===== config.mk =====
export PLATFORM = sky130hd
export DESIGN_NAME = serial_adder
export DESIGN_NICKNAME = d
export VERILOG_FILES = /design/src/rtl/serial_adder_pkg.sv /design/src/rtl/serial_adder_fa.sv /design/src/rtl/serial_adder.sv
export SDC_FILE = /design/constraint.sdc
export NUM_CORES = 1
export LEC_CHECK = 0
export CELL_PAD_IN_SITES_DETAIL_PLACEMENT = 2
export CELL_PAD_IN_SITES_GLOBAL_PLACEMENT = 2
export CORE_ASPECT_RATIO = 1.75
export CORE_MARGIN = 3
export CORE_UTILIZATION = 35
export CTS_CLUSTER_SIZE = 24
export DETAILED_ROUTE_END_ITERATION = 8
export MAX_ROUTING_LAYER = met4
export PLACE_DENSITY = 0.8
export SLEW_MARGIN = 20
export SYNTH_ARGS = -nofsm -noshare
export SYNTH_HDL_FRONTEND = slang
export SYNTH_SLANG_ARGS = --single-unit

===== constraint.sdc =====
create_clock -name clk_in -period 1.7 [get_ports clk_in]
set_input_delay 0.255 -clock clk_in [delete_from_list [all_inputs] [get_ports clk_in]]
set_output_delay 0.255 -clock clk_in [all_outputs]
set_load 0.02 [all_outputs]

===== src/rtl/serial_adder_pkg.sv =====
// serial_adder_pkg
//   Shared definitions for the bit-serial adder: FSM state encoding and the
//   bit-counter width helper.
package serial_adder_pkg;

  localparam logic [1:0] ST_IDLE = 2'd0;
  localparam logic [1:0] ST_ADD  = 2'd1;
  localparam logic [1:0] ST_DONE = 2'd2;

  typedef enum logic [1:0] {
    S_IDLE = ST_IDLE,
    S_ADD  = ST_ADD,
    S_DONE = ST_DONE
  } state_e;

  // Bit counter must hold 0..w-1; a 1-bit operand still needs a 1-bit counter.
  function automatic int cnt_width(input int w);
    int c;
    c = $clog2(w);
    return (c < 1) ? 1 : c;
  endfunction

endpackage


===== src/rtl/serial_adder_fa.sv =====
// fa_cell
//   Purely combinational 1-bit full adder, the only arithmetic in the serial adder.
// Ports
//   a, b  : operand bits
//   ci    : carry in
//   s     : sum bit
//   co    : carry out
module fa_cell (
  input  logic a,
  input  logic b,
  input  logic ci,
  output logic s,
  output logic co
);

  assign s  = a ^ b ^ ci;
  assign co = (a & b) | (ci & (a ^ b));

endmodule


===== src/rtl/serial_adder.sv =====
// serial_adder
//   Bit-serial adder: captures two WIDTH-bit operands and a carry-in on a start
//   handshake, then adds them LSB-first one bit per clock through a single
//   full-adder cell. Produces the WIDTH-bit sum, the carry-out and a one-cycle
//   done pulse. {carry,sum} == a_in + b_in + c_in.
// Optional feature (macro SERIAL_ADDER_SUB_EN)
//   Adds input sub_in, sampled on accept. When set, B is inverted on capture
//   and the carry register is loaded with ~c_in so the result is
//   a_in - b_in - c_in; carry then reports borrow-out.
// Ports
//   clk_in   : clock, rising edge
//   rst_in   : synchronous active-high reset, overrides everything
//   start_in : request, accepted only while ready=1
//   a_in/b_in: operands, sampled on accept
//   c_in     : carry-in (borrow-in when subtracting), sampled on accept
//   ready    : high in IDLE
//   sum      : result, valid from done until next accept
//   carry    : carry-out / borrow-out
//   done     : one-cycle pulse when sum/carry become valid
module serial_adder
  import serial_adder_pkg::*;
#(
  parameter int WIDTH = 8
) (
`ifdef SERIAL_ADDER_SUB_EN
  input  logic             sub_in,
`endif
  input  logic             clk_in,
  input  logic             rst_in,
  input  logic             start_in,
  input  logic [WIDTH-1:0] a_in,
  input  logic [WIDTH-1:0] b_in,
  input  logic             c_in,
  output logic             ready,
  output logic [WIDTH-1:0] sum,
  output logic             carry,
  output logic             done
);

  localparam int CNT_W = cnt_width(WIDTH);
  localparam logic [CNT_W-1:0] LAST = CNT_W'(WIDTH - 1);

  state_e           state_q, state_d;
  logic [CNT_W-1:0] cnt_q, cnt_d;
  logic [WIDTH-1:0] sum_q, sum_d;
  logic             carry_q, carry_d;
  logic [WIDTH-1:0] a_sr_q, a_sr_d;
  logic [WIDTH-1:0] b_sr_q, b_sr_d;
  logic [WIDTH-1:0] res_q, res_d;
  logic             cy_q, cy_d;

  logic             fa_s, fa_co;
  logic [WIDTH-1:0] res_next;
  logic             sub_cap;   // subtract request at the accept edge
  logic             sub_run;   // subtract mode of the operation in flight

`ifdef SERIAL_ADDER_SUB_EN
  logic sub_q, sub_d;
  assign sub_cap = sub_in;
  assign sub_run = sub_q;
`else
  assign sub_cap = 1'b0;
  assign sub_run = 1'b0;
`endif

  fa_cell u_fa (
    .a  (a_sr_q[0]),
    .b  (b_sr_q[0]),
    .ci (cy_q),
    .s  (fa_s),
    .co (fa_co)
  );

  // New sum bit enters at the MSB so after WIDTH shifts bit 0 lands at LSB.
  generate
    if (WIDTH == 1) begin : g_res_w1
      assign res_next = fa_s;
    end else begin : g_res_wn
      assign res_next = {fa_s, res_q[WIDTH-1:1]};
    end
  endgenerate

  always_comb begin
    state_d = state_q;
    cnt_d   = cnt_q;
    sum_d   = sum_q;
    carry_d = carry_q;
    a_sr_d  = a_sr_q;
    b_sr_d  = b_sr_q;
    res_d   = res_q;
    cy_d    = cy_q;
    ready   = 1'b0;
    done    = 1'b0;
`ifdef SERIAL_ADDER_SUB_EN
    sub_d   = sub_q;
`endif
    case (state_q)
      S_IDLE: begin
        ready = 1'b1;
        if (start_in) begin
          a_sr_d  = a_in;
          // Subtraction as a + ~b + ~c_in: two's complement with borrow-in.
          b_sr_d  = b_in ^ {WIDTH{sub_cap}};
          cy_d    = c_in ^ sub_cap;
          cnt_d   = '0;
          state_d = S_ADD;
`ifdef SERIAL_ADDER_SUB_EN
          sub_d   = sub_cap;
`endif
        end
      end
      S_ADD: begin
        res_d  = res_next;
        a_sr_d = a_sr_q >> 1;
        b_sr_d = b_sr_q >> 1;
        cy_d   = fa_co;
        cnt_d  = cnt_q + CNT_W'(1);
        if (cnt_q == LAST) begin
          sum_d   = res_next;
          // In subtract mode a missing final carry means a borrow occurred.
          carry_d = fa_co ^ sub_run;
          state_d = S_DONE;
        end
      end
      S_DONE: begin
        done    = 1'b1;
        state_d = S_IDLE;
      end
      default: state_d = S_IDLE;
    endcase
  end

  always_ff @(posedge clk_in) begin
    if (rst_in) begin
      state_q <= S_IDLE;
      cnt_q   <= '0;
      sum_q   <= '0;
      carry_q <= 1'b0;
    end else begin
      state_q <= state_d;
      cnt_q   <= cnt_d;
      sum_q   <= sum_d;
      carry_q <= carry_d;
    end
  end

  // Operand/result shift registers carry no reset: they are always reloaded
  // on accept before being used.
  always_ff @(posedge clk_in) begin
    a_sr_q <= a_sr_d;
    b_sr_q <= b_sr_d;
    res_q  <= res_d;
    cy_q   <= cy_d;
`ifdef SERIAL_ADDER_SUB_EN
    sub_q  <= sub_d;
`endif
  end

  assign sum   = sum_q;
  assign carry = carry_q;

endmodule

* Yosys cells after proc, flatten, opt, wreduce, memory -nomap -nowiden
Index checks and enable logic that the tools add are counted.
Cells by class: mux-type cells 13, $add $sub $neg 1, multipliers 0, magnitude comparators 0, bitwise gates (word level) 5, reduce and logical (&&, ||, !) cells 5, equality and inequality tests 5, shift operators 0, divide/modulo/power cells 0
Operators with widths (count):
- case mux 8 bit (2 select lines) | 2
- 2-to-1 mux 8 bit | 2
- case mux 3 bit (2 select lines) | 1
- AND reduction 2 bit | 3
- 2-to-1 mux 2 bit | 2
- inequality test 2 bit, second input constant | 2
- case mux 2 bit (2 select lines) | 1
- adder 3 x 1 -> 3 bit, second input constant | 1
- == test 3 bit, second input constant | 1
- 2-to-1 mux 1 bit | 3
- 2-to-1 mux 3 bit | 1
- AND 1 bit | 2
- == test 2 x 1 -> 1 bit, second input constant | 1
- == test 2 bit, second input constant | 1
- zero test 2 bit | 1
- case mux 1 bit (2 select lines) | 1
- nonzero test 2 bit | 1
- bitwise XOR 1 bit | 2
- bitwise OR 1 bit | 1
Storage, ports and cells: RAM bits 0, bits in read-only memories 0, logic and storage cells 37, memories 0, output and inout bits 11, input port bits 20, register bits after elaboration 39, bits in latches 0

* Logic depth before layout (Yosys ltp)
depth in word-level cells 4, mapped depth 5, mapped depth without buffers 4

* By module
Synthesis repeated with hierarchy kept, for this count alone.
Second synthesis, totals: cells, all modules 108, area, all modules 1602.8 µm²
By module, submodules not included:
- serial_adder | cells an instance 107, area each 1582.8 µm², sequential area each 1001.0 µm², times used 1
- fa_cell | cells an instance 1, area each 20.0 µm², sequential area each 0.0 µm², times used 1

* Least setup slack after synthesis
Ideal clock, no wire load.
kind register to register, from register cy_q, to register cy_q, data pin, setup slack 0.379 ns, library setup time 0.260 ns, cell stages (with the launch flop) 3, arrival time 1.062 ns, clock period less this slack 1.321 ns, path buffers 0, required time 1.440 ns, cells stage by stage edfxtp_1 > fa_1 > mux2_2
On the way: word-level cells in the longest chain between the ends 3
RTL lines:
- start, declared | RTL line serial_adder.sv:50 | logic cy_q, cy_d;
- start signal, assigned | RTL line serial_adder.sv:153 | cy_q <= cy_d;
- AND 1 bit | RTL line serial_adder_fa.sv:17 | assign co = (a & b) | (ci & (a ^ b));
- bitwise OR 1 bit | RTL line serial_adder_fa.sv:17
- via fa_co | RTL line serial_adder.sv:52 | logic fa_s, fa_co;
- case mux 1 bit (2 select lines) | RTL line serial_adder.sv:97 | case (state_q)
- via cy_d | RTL line serial_adder.sv:50
The timed path passes the listed nets, and every way through them passes these cells. A chain may end at the register's enable or synchronous reset.

* Worst setup path after layout
from register carry_q, in the netlist carry, to output port carry
RTL lines:
- start, declared | RTL line serial_adder.sv:46 | logic carry_q, carry_d;
- start signal, assigned | RTL line serial_adder.sv:143 | carry_q <= carry_d;
- end, declared | RTL line serial_adder.sv:36 | output logic carry,
No word-level cell between the ends.

==> metrics.md <==
| Metric | Value |
|---|---|
| Slowest CP cell | `clkdlybuf4s50_1` |
| Synth warnings | `0` |
| TritonRoute pass-1 iters | `3` |
| P per Cell Area | `906 mW/mm^2` |
| Clock-pin slew on the worst setup and hold paths | `0.07 ns` |
| Synthesized net count | `131` |
| Dpl cell area | `0.00197 sq mm` |
| Multi-input gate area | `562 sq um` |
| Primary FF master, synth | `edfxtp_1` |
| Slew Limit Headroom | `78.8%` |
| CP Capture Type | `primary output` |
| Reg2reg setup slack | `0.24 ns` |
| Synth top area share | `45.0%` |
| Crit Path Max Fanout | `2` |
| Root Buffer | `clkbuf_8` |
| Port Buffer Count | `30` |
| Peak Freq | `668 MHz` |
| Crit Path Category | `reg2out` |
| CP Cell Sequence | `clkdlybuf4s50_1` |
| Final Util | `46.7%` |
| Filler cells | `440` |
| RD Place Congestion | `0.656` |
| Fin crit share | `88.1%` |
| Clock tree sinks | `38` |
| Seq/Total Area, Yosys | `62.5%` |
| CP required | `1.44 ns` |
| VDD IR max | `848 uV` |
| H-tree level count | `2` |
| Worst path top cell family by delay | `buffers and inverters` |
| Avg Vias per Cell | `4.88` |
| Max Slew Vio Count | `0` |
| Clk buf depth | `2` |
| Inserted Clock Buffers | `5` |
| Initial Util | `36.4%` |
| Total global routing overflow | `0` |
| Post-synth ARST share | `0%` |
| WL final | `3.11 mm` |
| Layout cells sized above 1 | `18.8%` |
| Outcome | `complete, no violations` |
| Number of synthesized flops with an enable pin | `24` |
| Row cnt | `32` |
| Leading cell type by number of instances after synthesis | `edfxtp_1` |
| Initial antenna violation count | `0` |
| Synth top area cells | `edfxtp_1 45%, dfxtp_1 17%, mux2_2 11%` |
| Synth area leader | `edfxtp_1` |
| FF+latch area | `0.00100 sq mm` |
| Mapped Area | `0.00160 sq mm` |
| Seq cells post-synth | `38` |
| WL/cell | `16.0 microns` |
| Max cap viols | `0` |
| Chip width | `57.2 microns` |
| Routed Antenna Nets | `0` |
| Unrepaired setup endpoints after global routing | `no` |
| Ports placed on the boundary | `31` |
| CP max stage delay | `0.61 ns` |
| Worst Path Arrival | `1.24 ns` |
| Tmin final | `1.50 ns` |
| Post-route setup TNS | `0 ns` |
| Total core area | `0.00440 sq mm` |
| Worst Setup Start Kind | `flop` |
| Cts hold-fix bufs | `0` |
| Final instance area | `0.00206 sq mm` |
| Dpl hpwl | `2.26 mm` |
| Crit path buf inv count | `1` |
| Least-Margin Pin Slew | `0.318 ns` |
| P_leak | `0.721 nW` |
| Area Growth Syn to Fin | `28.3%` |
| # setup viols final | `0` |
| DR DRC count | `0` |
| CTS tree | `done` |
| Die footprint | `0.00546 sq mm` |
| Worst Hold Class | `reg2reg` |
| Largest net degree at the start of global routing | `28` |
| DIE HEIGHT | `95.5 microns` |
| Clock latency on the worst-skew pair | `0.29 ns` |
| Top post-synthesis cells by count | `24 x edfxtp_1, 22 x nand2b_1, 15 x mux2_2` |
| Final nets | `166` |
| Syn Inst Count | `108` |
| First-pass GRT wire length | `5.22 mm` |
| Fin Clk Skew | `0.00585 ns` |
| Initial DRC count | `12` |
| Final hold violation count | `0` |
| Total GRT Usage | `13.0%` |
| Vias in the first global route | `1062` |
| Via count | `952` |
| Avg Cell Area, Syn | `14.8 sq um` |
| Synth cell types | `17` |
| Number of diodes | `0` |
[metal layers]
layer / GRT usage, % / share of wire, %
met2: 23.2 / 58
met1: 13.6 / 36
met3: 3.39 / 4.8
met4: 4.64 / 1.5
met5: - / 0
[placed cells by master, fill, tap and decap left out, types with 3 or more instances in the layout]
cell type | netlist | routed
mux2i_1 | 9 | 9
o2bb2ai_1 | 3 | 3
clkdlybuf4s50_1 | 0 | 28
edfxtp_1 | 24 | 24
clkbuf_8 | 0 | 5
nand2b_1 | 22 | 22
clkinv_1 | 0 | 3
dfxtp_1 | 14 | 13
nor2b_1 | 6 | 6
mux2_2 | 15 | 15
[path summary, 6_finish.rpt]
kind / end / cells after the start / start
worst max register to register: a_sr_q[2]$_DFFE_PP_ / 3 / state_q[0]$_SDFFE_PP0P_
worst max-delay path: carry / 1 / carry$_SDFFE_PP0P_
worst min register to register: res_q[3]$_DFFE_PP_ / 0 / res_q[4]$_DFFE_PP_
worst min-delay path: res_q[3]$_DFFE_PP_ / 0 / res_q[4]$_DFFE_PP_
[power breakdown]
part	total (mW)	switching, mW	internal, mW	leakage [nW]
registers	1.09	0.0261	1.06	0.350
logic	0.202	0.0795	0.123	0.330
clock network	0.575	0.302	0.274	0.0407
total	1.86	0.407	1.46	0.721
[cell type report]
type | instances | share of cell area, %
clock buffer | 5 | 3.35
clock inverter | 3 | 0.547
multi-input combinational | 65 | 27.3
sequential | 38 | 48.7
tap | 51 | 3.10
timing repair buffer | 33 | 17.0
[state kept, by name (all words and copies together), names as in the netlist]
signal / count
b_sr_q: 8
cnt_q: 3
carry: 1
a_sr_q: 8
sum: 8
state_q: 2
cy_q: 1
res_q: 7
[cell families after synthesis]
group           count (synthesis)  share of synthesized area, %
compound gates                  5                          2.73
fa+ha+maj                       3                          2.81
buf+inv                         5                          2.58
flops                          38                          62.5
mux                            24                          16.2
simple gates                   33                          13.3
[per-stage QoR]
step	total power [mW]	setup WS (ns)	cells	hold slack, ns
2_1_floorplan	1.21	0.379	108	0.416
3_3_place_gp	1.30	0.247	187	0.446
3_5_place_dp	1.31	0.141	187	0.447
4_1_cts	1.90	0.00312	195	0.467
5_1_grt	1.96	0.154	195	0.490
6_report	1.86	0.203	195	0.467
[repair_timing]
| item | 4_1_cts | 5_1_grt |
|---|---|---|
| gates resized for setup | 2 | 2 |
| buffers inserted | 0 | 0 |
| setup endpoints to repair | 2 | 5 |
Note: power is estimated with default switching activity, not from simulation.
